--- src/rtl/simmem_pkg.sv ---
// Shared types and defaults for the simulated-memory write-response delay stage.
package simmem_pkg;

    localparam int unsigned WRspDelaySlots = 8;
    localparam int unsigned WDelayW        = 8;
    localparam int unsigned WDelayTotCapa  = 16;
    localparam int unsigned WDelayIidW     = $clog2(WDelayTotCapa);

    typedef enum logic [1:0] {
        Idle    = 2'd0,
        Count   = 2'd1,
        Release = 2'd2
    } wdelay_phase_e;

    typedef struct packed {
        logic                  valid;
        logic [WDelayIidW-1:0] iid;
        logic [WDelayW-1:0]    counter;
        wdelay_phase_e         phase;
    } wdelay_slot_t;

endpackage

--- src/rtl/simmem_delay_slot.sv ---
// One tracked write request: loads a latency, counts it down, then waits for the bank's release ack.
module simmem_delay_slot
    import simmem_pkg::*;
#(
    parameter int unsigned TotCapa = WDelayTotCapa,
    parameter int unsigned DelayW  = WDelayW,
    parameter int unsigned IidW    = $clog2(TotCapa)
) (
    input  logic               clk_i,
    input  logic               rst_ni,
    input  logic               load_i,
    input  logic [IidW-1:0]    iid_i,
    input  logic [DelayW-1:0]  delay_i,
    input  logic [TotCapa-1:0] ack_i,
    output logic               valid_o,
    output logic [IidW-1:0]    iid_o,
    output logic               release_o,
    output logic               retire_o
);

    wdelay_phase_e     phase_q, phase_d;
    logic [IidW-1:0]   iid_q, iid_d;
    logic [DelayW-1:0] cnt_q, cnt_d;

    assign valid_o   = (phase_q != Idle);
    assign iid_o     = iid_q;
    assign release_o = (phase_q == Release);
    assign retire_o  = release_o && ack_i[iid_q];

    always_comb begin
        phase_d = phase_q;
        iid_d   = iid_q;
        cnt_d   = cnt_q;
        unique case (phase_q)
            Idle: begin
                if (load_i) begin
                    iid_d   = iid_i;
                    cnt_d   = delay_i;
                    phase_d = (delay_i == '0) ? Release : Count;
                end
            end
            Count: begin
                cnt_d = cnt_q - 1'b1;
                if (cnt_q == DelayW'(1)) begin
                    phase_d = Release;
                end
            end
            Release: begin
                if (retire_o) begin
                    phase_d = Idle;
                end
            end
            default: phase_d = Idle;
        endcase
    end

    always_ff @(posedge clk_i or negedge rst_ni) begin
        if (!rst_ni) begin
            phase_q <= Idle;
            iid_q   <= '0;
            cnt_q   <= '0;
        end else begin
            phase_q <= phase_d;
            iid_q   <= iid_d;
            cnt_q   <= cnt_d;
        end
    end

endmodule

--- src/rtl/simmem_wresp_delay_tracker.sv ---
// Write-response delay stage: holds each write for a simulated latency before enabling its release.
// Optional SIMMEM_DELAY_STATS_EN adds retired-entry and occupancy high-water counters.
module simmem_wresp_delay_tracker
    import simmem_pkg::*;
#(
    parameter int unsigned TotCapa    = WDelayTotCapa,
    parameter int unsigned NumSlots   = WRspDelaySlots,
    parameter int unsigned DelayW     = WDelayW,
    parameter int unsigned FixedDelay = 10,
    parameter int unsigned BeatCost   = 1,
    localparam int unsigned IidW      = $clog2(TotCapa),
    localparam int unsigned OccW      = $clog2(NumSlots + 1)
) (
    input  logic               clk_i,
    input  logic               rst_ni,
    input  logic               wreq_valid_i,
    output logic               wreq_ready_o,
    input  logic [IidW-1:0]    wreq_iid_i,
    input  logic [7:0]         wreq_burst_len_i,
    output logic [TotCapa-1:0] release_en_o,
    input  logic [TotCapa-1:0] released_addr_onehot_i,
    output logic               delay_calc_ready_o,
    output logic [OccW-1:0]    occupancy_o
`ifdef SIMMEM_DELAY_STATS_EN
    ,
    output logic [31:0]        stat_releases_o,
    output logic [OccW-1:0]    stat_max_occ_o
`endif
);

    localparam int unsigned CalcW = DelayW + 8;
    localparam logic [CalcW-1:0] DelayMax = {{8{1'b0}}, {DelayW{1'b1}}};

    logic [NumSlots-1:0] slot_valid, slot_release, slot_retire, alloc_oh, slot_load;
    logic [IidW-1:0]     slot_iid [NumSlots];
    logic                accept, iid_busy;
    logic [CalcW-1:0]    delay_full;
    logic [DelayW-1:0]   delay_load;
    logic [OccW-1:0]     occ_q, occ_d, num_retire;

    always_comb begin
        delay_full = CalcW'(FixedDelay) + CalcW'(wreq_burst_len_i) * CalcW'(BeatCost);
        delay_load = (delay_full > DelayMax) ? '1 : delay_full[DelayW-1:0];
    end

    // Lowest-index free slot, judged on registered state so a slot retiring now is not reused yet.
    always_comb begin
        alloc_oh = '0;
        for (int i = 0; i < NumSlots; i++) begin
            if (!slot_valid[i] && (alloc_oh == '0)) begin
                alloc_oh[i] = 1'b1;
            end
        end
    end

    assign wreq_ready_o       = ~&slot_valid;
    assign delay_calc_ready_o = wreq_ready_o;
    assign accept             = wreq_valid_i && wreq_ready_o;
    assign slot_load          = alloc_oh & {NumSlots{accept}};

    for (genvar g = 0; g < NumSlots; g++) begin : g_slot
        simmem_delay_slot #(
            .TotCapa (TotCapa),
            .DelayW  (DelayW),
            .IidW    (IidW)
        ) u_slot (
            .clk_i     (clk_i),
            .rst_ni    (rst_ni),
            .load_i    (slot_load[g]),
            .iid_i     (wreq_iid_i),
            .delay_i   (delay_load),
            .ack_i     (released_addr_onehot_i),
            .valid_o   (slot_valid[g]),
            .iid_o     (slot_iid[g]),
            .release_o (slot_release[g]),
            .retire_o  (slot_retire[g])
        );
    end

    always_comb begin
        release_en_o = '0;
        num_retire   = '0;
        iid_busy     = 1'b0;
        for (int i = 0; i < NumSlots; i++) begin
            if (slot_release[i]) begin
                release_en_o[slot_iid[i]] = 1'b1;
            end
            num_retire = num_retire + OccW'(slot_retire[i]);
            if (slot_valid[i] && (slot_iid[i] == wreq_iid_i)) begin
                iid_busy = 1'b1;
            end
        end
    end

    assign occ_d       = occ_q + OccW'(accept) - num_retire;
    assign occupancy_o = occ_q;

    always_ff @(posedge clk_i or negedge rst_ni) begin
        if (!rst_ni) begin
            occ_q <= '0;
        end else begin
            occ_q <= occ_d;
        end
    end

`ifdef SIMMEM_DELAY_STATS_EN
    logic [31:0]     stat_rel_q;
    logic [OccW-1:0] stat_max_q;

    always_ff @(posedge clk_i or negedge rst_ni) begin
        if (!rst_ni) begin
            stat_rel_q <= '0;
            stat_max_q <= '0;
        end else begin
            stat_rel_q <= stat_rel_q + 32'(num_retire);
            if (occ_q > stat_max_q) begin
                stat_max_q <= occ_q;
            end
        end
    end

    assign stat_releases_o = stat_rel_q;
    assign stat_max_occ_o  = stat_max_q;
`endif

    a_iid_unique: assert property (@(posedge clk_i) disable iff (!rst_ni)
        accept |-> !iid_busy);
    a_burst_nonzero: assert property (@(posedge clk_i) disable iff (!rst_ni)
        accept |-> (wreq_burst_len_i != 8'd0));
    a_ack_onehot: assert property (@(posedge clk_i) disable iff (!rst_ni)
        $onehot0(released_addr_onehot_i));

endmodule
--- config.mk ---
export PLATFORM = sky130hd
export DESIGN_NAME = simmem_wresp_delay_tracker
export DESIGN_NICKNAME = d
export VERILOG_FILES = /design/src/rtl/simmem_pkg.sv /design/src/rtl/simmem_delay_slot.sv /design/src/rtl/simmem_wresp_delay_tracker.sv
export SDC_FILE = /design/constraint.sdc
export NUM_CORES = 1
export LEC_CHECK = 0
export CELL_PAD_IN_SITES_DETAIL_PLACEMENT = 0
export CELL_PAD_IN_SITES_GLOBAL_PLACEMENT = 1
export CORE_ASPECT_RATIO = 0.75
export CORE_MARGIN = 2
export CORE_UTILIZATION = 40
export DETAILED_ROUTE_END_ITERATION = 10
export GPL_ROUTABILITY_DRIVEN = 0
export PLACE_DENSITY = 0.74
export SLEW_MARGIN = 0
export SYNTH_ARGS = -nofsm -noshare
export SYNTH_HDL_FRONTEND = slang
export SYNTH_SLANG_ARGS = --single-unit
--- constraint.sdc ---
create_clock -name clk_i -period 4.08 [get_ports clk_i]
set_clock_uncertainty 0.05 [all_clocks]
set_input_delay 0.612 -clock clk_i [delete_from_list [all_inputs] [get_ports clk_i]]
set_output_delay 0.612 -clock clk_i [all_outputs]
set_load 0.01 [all_outputs]
# After elaboration in Yosys (flattened, before gate mapping)
# Cells that the tools add are included.
# totals
regBits	116
inputBits	31
out_inout_bits	22
wordCells	302
# classes
add_sub_neg	18
order_cmp	17
eq_ne	48
muxes	98
bitwise_logic	8
reduce_logical	88
# ops
op	count
$mux W16	8
$pmux W8 S2	8
$or A16 B16 Y16	7
$mux W8	9
$eq A8 B1 Y1 const B	8
$sub A8 B1 Y8 const B	8
$mux W2	25
$pmux W2 S3	8
$lt A4 B5 Y1 const B	8
$bmux W1 S4	8
$demux W1 S4	8
$ge A4 B1 Y1 const B	8
$ne A2 B2 Y1 const B	16
$reduce_and A2 Y1	16
$reduce_bool A2 Y1	16
$logic_and A1 B1 Y1	24
$mux W1	24
$reduce_and A3 Y1	8
$add A4 B1 Y4	5
$logic_not A2 Y1	9
$eq A2 B1 Y1 const B	8
$eq A2 B2 Y1 const B	8
$ne A2 B1 Y1 const B	8
$add A4 B8 Y9 const A	1
other kinds (14)	21

# Longest topological paths before layout
# logic_depth
ltp_word	25
mapped_depth	17
ltp_nobuf	15

# By module
# From an unflattened synthesis, not the netlist that was laid out.
# unflattened
hier_cells	1039
area_unflattened_um2	9270.1
# by_module_without_submodules
mod	instances	cells_per_inst	area_per_inst_um2	seq_area_each_um2
simmem_delay_slot	8	96	938.4	350.3
simmem_wresp_delay_tracker	1	271	1762.9	100.1

# Worst setup path before layout
# Ideal clock, no wire load.
# synth_path
path_type	input-to-reg
start	in released_addr_onehot_i[14]
end	reg occ_q[3], in the netlist occupancy_o[3]
setup_time_ps	125
arrival_time_ps	3911
required_time_ps	3905
setup_slack_ps	-6
cell_stages	13
n_path_buf	0
cell_sequence	mux4_2 > mux2_2 > o211ai_1 > fa_1 > inv_1 > fa_1 > fa_1 > fa_1 > inv_1 > ha_1 > ha_1 > xor2_1 > xnor2_1
# synth_between
elab_chain_len	11
word_cells_on_any_way	32
cone_classes	add/sub (8); mux (16); reduce/logical (8)
# synth_lines
element	line	text
from (decl)	simmem_wresp_delay_tracker.sv:21	input logic [TotCapa-1:0] released_addr_onehot_i,
$bmux W1 S4	simmem_delay_slot.sv:28	assign retire_o = release_o && ack_i[iid_q];
$mux W1 (not written as such)	simmem_delay_slot.sv:28	
$logic_and A1 B1 Y1	simmem_delay_slot.sv:28	
$add A1 B1 Y2	simmem_wresp_delay_tracker.sv:88	num_retire = num_retire + OccW'(slot_retire[i]);
$add A2 B1 Y3	simmem_wresp_delay_tracker.sv:88	
$add A3 B1 Y4	simmem_wresp_delay_tracker.sv:88	
$add A4 B1 Y4 (3 in series)	simmem_wresp_delay_tracker.sv:88	
$add A4 B1 Y4 (*)	simmem_wresp_delay_tracker.sv:88	
$sub A4 B4 Y4 (*)	simmem_wresp_delay_tracker.sv:95	assign occ_d = occ_q + OccW'(accept) - num_retire;
net occ_d[3]	simmem_wresp_delay_tracker.sv:39	logic [OccW-1:0] occ_q, occ_d, num_retire;
to (signal assigned)	simmem_wresp_delay_tracker.sv:100	occ_q <= '0;
to (signal assigned)	simmem_wresp_delay_tracker.sv:102	occ_q <= occ_d;
to (decl)	simmem_wresp_delay_tracker.sv:39	
# Mark *: on every way through the listed nets, which the timed path passes. The rest lies on a longest branch. The select of a mux whose other input is x is not followed.
# A chain may end at the register's enable or synchronous reset.

# Worst setup path in the final report
# layout_path
start	reg g_slot[4].u_slot.iid_q[1]
end	reg occ_q[3], in the netlist occupancy_o[3]
# layout_between
elab_chain_len	8
# layout_lines
element	line	text
from (decl)	simmem_delay_slot.sv:22	logic [IidW-1:0] iid_q, iid_d;
from (signal assigned)	simmem_delay_slot.sv:64	iid_q <= iid_d;
$bmux W1 S4	simmem_delay_slot.sv:28	
$mux W1 (not written as such)	simmem_delay_slot.sv:28	
$logic_and A1 B1 Y1	simmem_delay_slot.sv:28	
$add A4 B1 Y4 (4 in series)	simmem_wresp_delay_tracker.sv:88	
$sub A4 B4 Y4	simmem_wresp_delay_tracker.sv:95	
net occ_d[3]	simmem_wresp_delay_tracker.sv:39	
# The timed path passes the listed nets, and every way through them passes these cells. The select of a mux whose other input is x is not followed.

==> impl_metrics.json <==
{
  "grt_pass1_vias": 8124,
  "grt_max_degree": 74,
  "clk_latency_ns": 0.43,
  "clockBufferDepth": 2,
  "fillCellCount": 2084,
  "crit_start": "g_slot[4].u_slot.iid_o[1]",
  "seq_area_frac_synth": 0.329,
  "synthCells": 1021,
  "yosysWarnings": 0,
  "die_h_um": 133,
  "clkSinkCount": 116,
  "dp_hpwl_mm": 23.4,
  "finalNetCount": 1181,
  "place_area_um2": 10100,
  "synth_area_um2": 8830,
  "wl_per_cell_um": 21.7,
  "setup.worst_path.end_class": "flop",
  "timing.reg2reg.setup_slack_ns": 0.008,
  "powerDensity_nw_per_um2": 578,
  "critPathArrivalTime_ns": 4.33,
  "rsz0062_at_grt": "true",
  "max-cap-violations": 0,
  "crit_required_ns": 4.33,
  "layout_commonest_cell": "nand2_1",
  "coreArea_um2": 21900,
  "cts_tree": "done",
  "r2r_start": "g_slot[4].u_slot.iid_o[1]",
  "cts_hold_buf": 0,
  "max_freq_ghz": 0.246,
  "cts_buffers": 17,
  "port_buffers": 52,
  "hold_violations": 0,
  "maxSlewHeadroom": 0.446,
  "ant_nets": 0,
  "final_cell_mix": "140 x nand2_1, 111 x dfrtp_1, 92 x buf_4, 75 x nor2_1, 46 x nand3_1",
  "io_pins": 53,
  "cts_max_level": 4,
  "vias": 8698,
  "seqCellArea_um2": 2910,
  "stdcell_area_um2": 10800,
  "critPathLaunchType": "flop",
  "worstSetupPathType": "flop to flop",
  "dieArea_um2": 23300,
  "first_pass_iters": 7,
  "synth_top_flop_cell": "dfrtp_1",
  "cp-endpoint": "occupancy_o[3]",
  "routed_via_density": 6.10,
  "grtUsageTotal": 0.270,
  "grt_first_pass_wirelength_mm": 47.9,
  "syn_area_per_cell_um2": 8.65,
  "multi_input_area_um2": 5560,
  "place_ws_ns": -0.857,
  "r2r_cells": 13,
  "drtIter0Drc": 1036,
  "total_power_mw": 6.24,
  "status": "finished clean",
  "antenna_cells": 0,
  "async_flop_share": 1.00,
  "timing.final.crit_share": 0.998,
  "reg2reg_to": "occupancy_o[3]",
  "area_growth_pct": 22.2,
  "hp-class": "input port to asynchronous set/reset pin",
  "fin_ws_ns": 0.00797,
  "gr-total-overflow": 0,
  "fp-row-count": 47,
  "ys_ff_latch": 116,
  "post-route-min-period_ns": 4.07,
  "antenna_found_initial": 0,
  "synth_fp_nets": 1083,
  "ir_drop_v": 0.000333,
  "synth_edf_count": 0,
  "power.leakage_nw": 4.46,
  "clkTransAtPathRegs_ns": 0.06,
  "cts-root-buf": "clkbuf_16",
  "drive_gt1_frac": 0.184,
  "initial_core_util": 0.404,
  "drv_slew": 0,
  "setup_viol": 0,
  "wl_mm": 30.9,
  "ys_types": 87,
  "crit_fanout": 5,
  "die_x_um": 176,
  "drc": 0,
  "tightest_slew_ns": 0.824
}
[area by class of cell]
class | instances | area share
multi-input combinational | 802 | 0.515
sequential | 116 | 0.270
tap | 294 | 0.0341
clock inverter | 12 | 0.0121
clock buffer | 20 | 0.0423
inverter | 36 | 0.0125
timing repair buffer | 146 | 0.115
[critical path, stage by stage, from the launching register on]
cell	delay [ns]
dfrtp_2	0.52
mux4_2	0.54
mux2_4	0.29
o211ai_1	0.22
fa_2	0.25
inv_2	0.04
fa_1	0.45
fa_2	0.36
fa_1	0.51
inv_2	0.05
ha_4	0.22
ha_4	0.17
xor2_2	0.18
xnor2_1	0.12
[per-stage QoR]
stage	utilization	instances	hold slack, ns	setup TNS [ns]
3_3_place_gp	0.464	1391	0.423	-1.33
5_1_grt	0.493	1426	0.177	-0.108
2_1_floorplan	-	1021	0.266	0
6_report	0.493	1426	0.136	0
3_5_place_dp	0.464	1391	0.426	-1.80
4_1_cts	0.492	1424	0.158	-0.0425
[layer usage]
| layer | share of wire | routed length (µm) | vias to the layer above | GRT usage |
|---|---|---|---|---|
| li1 | - | - | 4003 | - |
| met1 | 0.45 | 13800 | 4219 | 0.387 |
| met2 | 0.41 | 12800 | 414 | 0.371 |
| met3 | 0.12 | 3750 | 60 | 0.119 |
| met4 | 0.016 | 507 | 2 | 0.0606 |
| met5 | 0.0011 | 33 | - | 0.0125 |
[flip-flops by register name, summed over array words and instances (netlist names)]
name,count
g_slot.u_slot.cnt_q,64
g_slot.u_slot.iid_o,32
g_slot.u_slot.phase_q,16
occupancy_o,4
[how the worst min path moves through the flow]
stage                                 to  slack, ns  cells after the start
5_1_grt        g_slot[0].u_slot.cnt_q[6]       0.18                      1
4_1_cts        g_slot[0].u_slot.cnt_q[5]       0.16                      1
3_3_place_gp   g_slot[4].u_slot.cnt_q[6]       0.42                      1
6_report       g_slot[0].u_slot.cnt_q[5]       0.14                      1
3_5_place_dp   g_slot[4].u_slot.cnt_q[6]       0.43                      1
2_1_floorplan  g_slot[0].u_slot.cnt_q[0]       0.27                      0
[cells in the mapped netlist (all sizes together), types with 8 or more instances]
library cell	instances	share of area
nand2	141	0.060
dfrtp	116	0.33
nor2	75	0.032
nand3	46	0.026
nor3	41	0.024
o21ai	40	0.024
inv	36	0.015
clkbuf	35	0.015
a21oi	34	0.019
nor2b	33	0.023
o22ai	33	0.023
buf	32	0.020
nand2b	27	0.020
o211ai	27	0.023
mux2i	26	0.029
ha	25	0.035
mux4	21	0.054
mux2	18	0.023
nand3b	16	0.014
nor4	14	0.013
a22oi	13	0.011
o221ai	13	0.014
and3	12	0.0092
a211oi	11	0.0093
nor3b	8	0.0068
or4	8	0.0072
[power breakdown]
group          switching, mW  leakage (nW)  internal, mW  total [mW]
clock                  0.568         0.286         0.929        1.50
combinational           1.47          2.78          1.29        2.76
sequential             0.478          1.39          1.50        1.98
total                   2.51          4.46          3.72        6.24
[timing repair]
action / 4_1_cts / 5_1_grt
setup endpoints to repair: 2 / 1
pin swaps: 9 / 3
gates resized for setup: 30 / 6
buffers inserted: 1 / 2
[cell families after synthesis]
kind of cell / count (synthesis) / synth area share
AO/OA/AOI/OAI: 244 / 0.196
XOR/XNOR: 8 / 0.00793
flip-flops: 116 / 0.329
multiplexers: 65 / 0.106
buffers and inverters: 103 / 0.0500
adder cells (fa/ha/maj): 31 / 0.0490
AND/OR/NAND/NOR: 454 / 0.262
No activity file was read; power rests on OpenSTA's default activity.
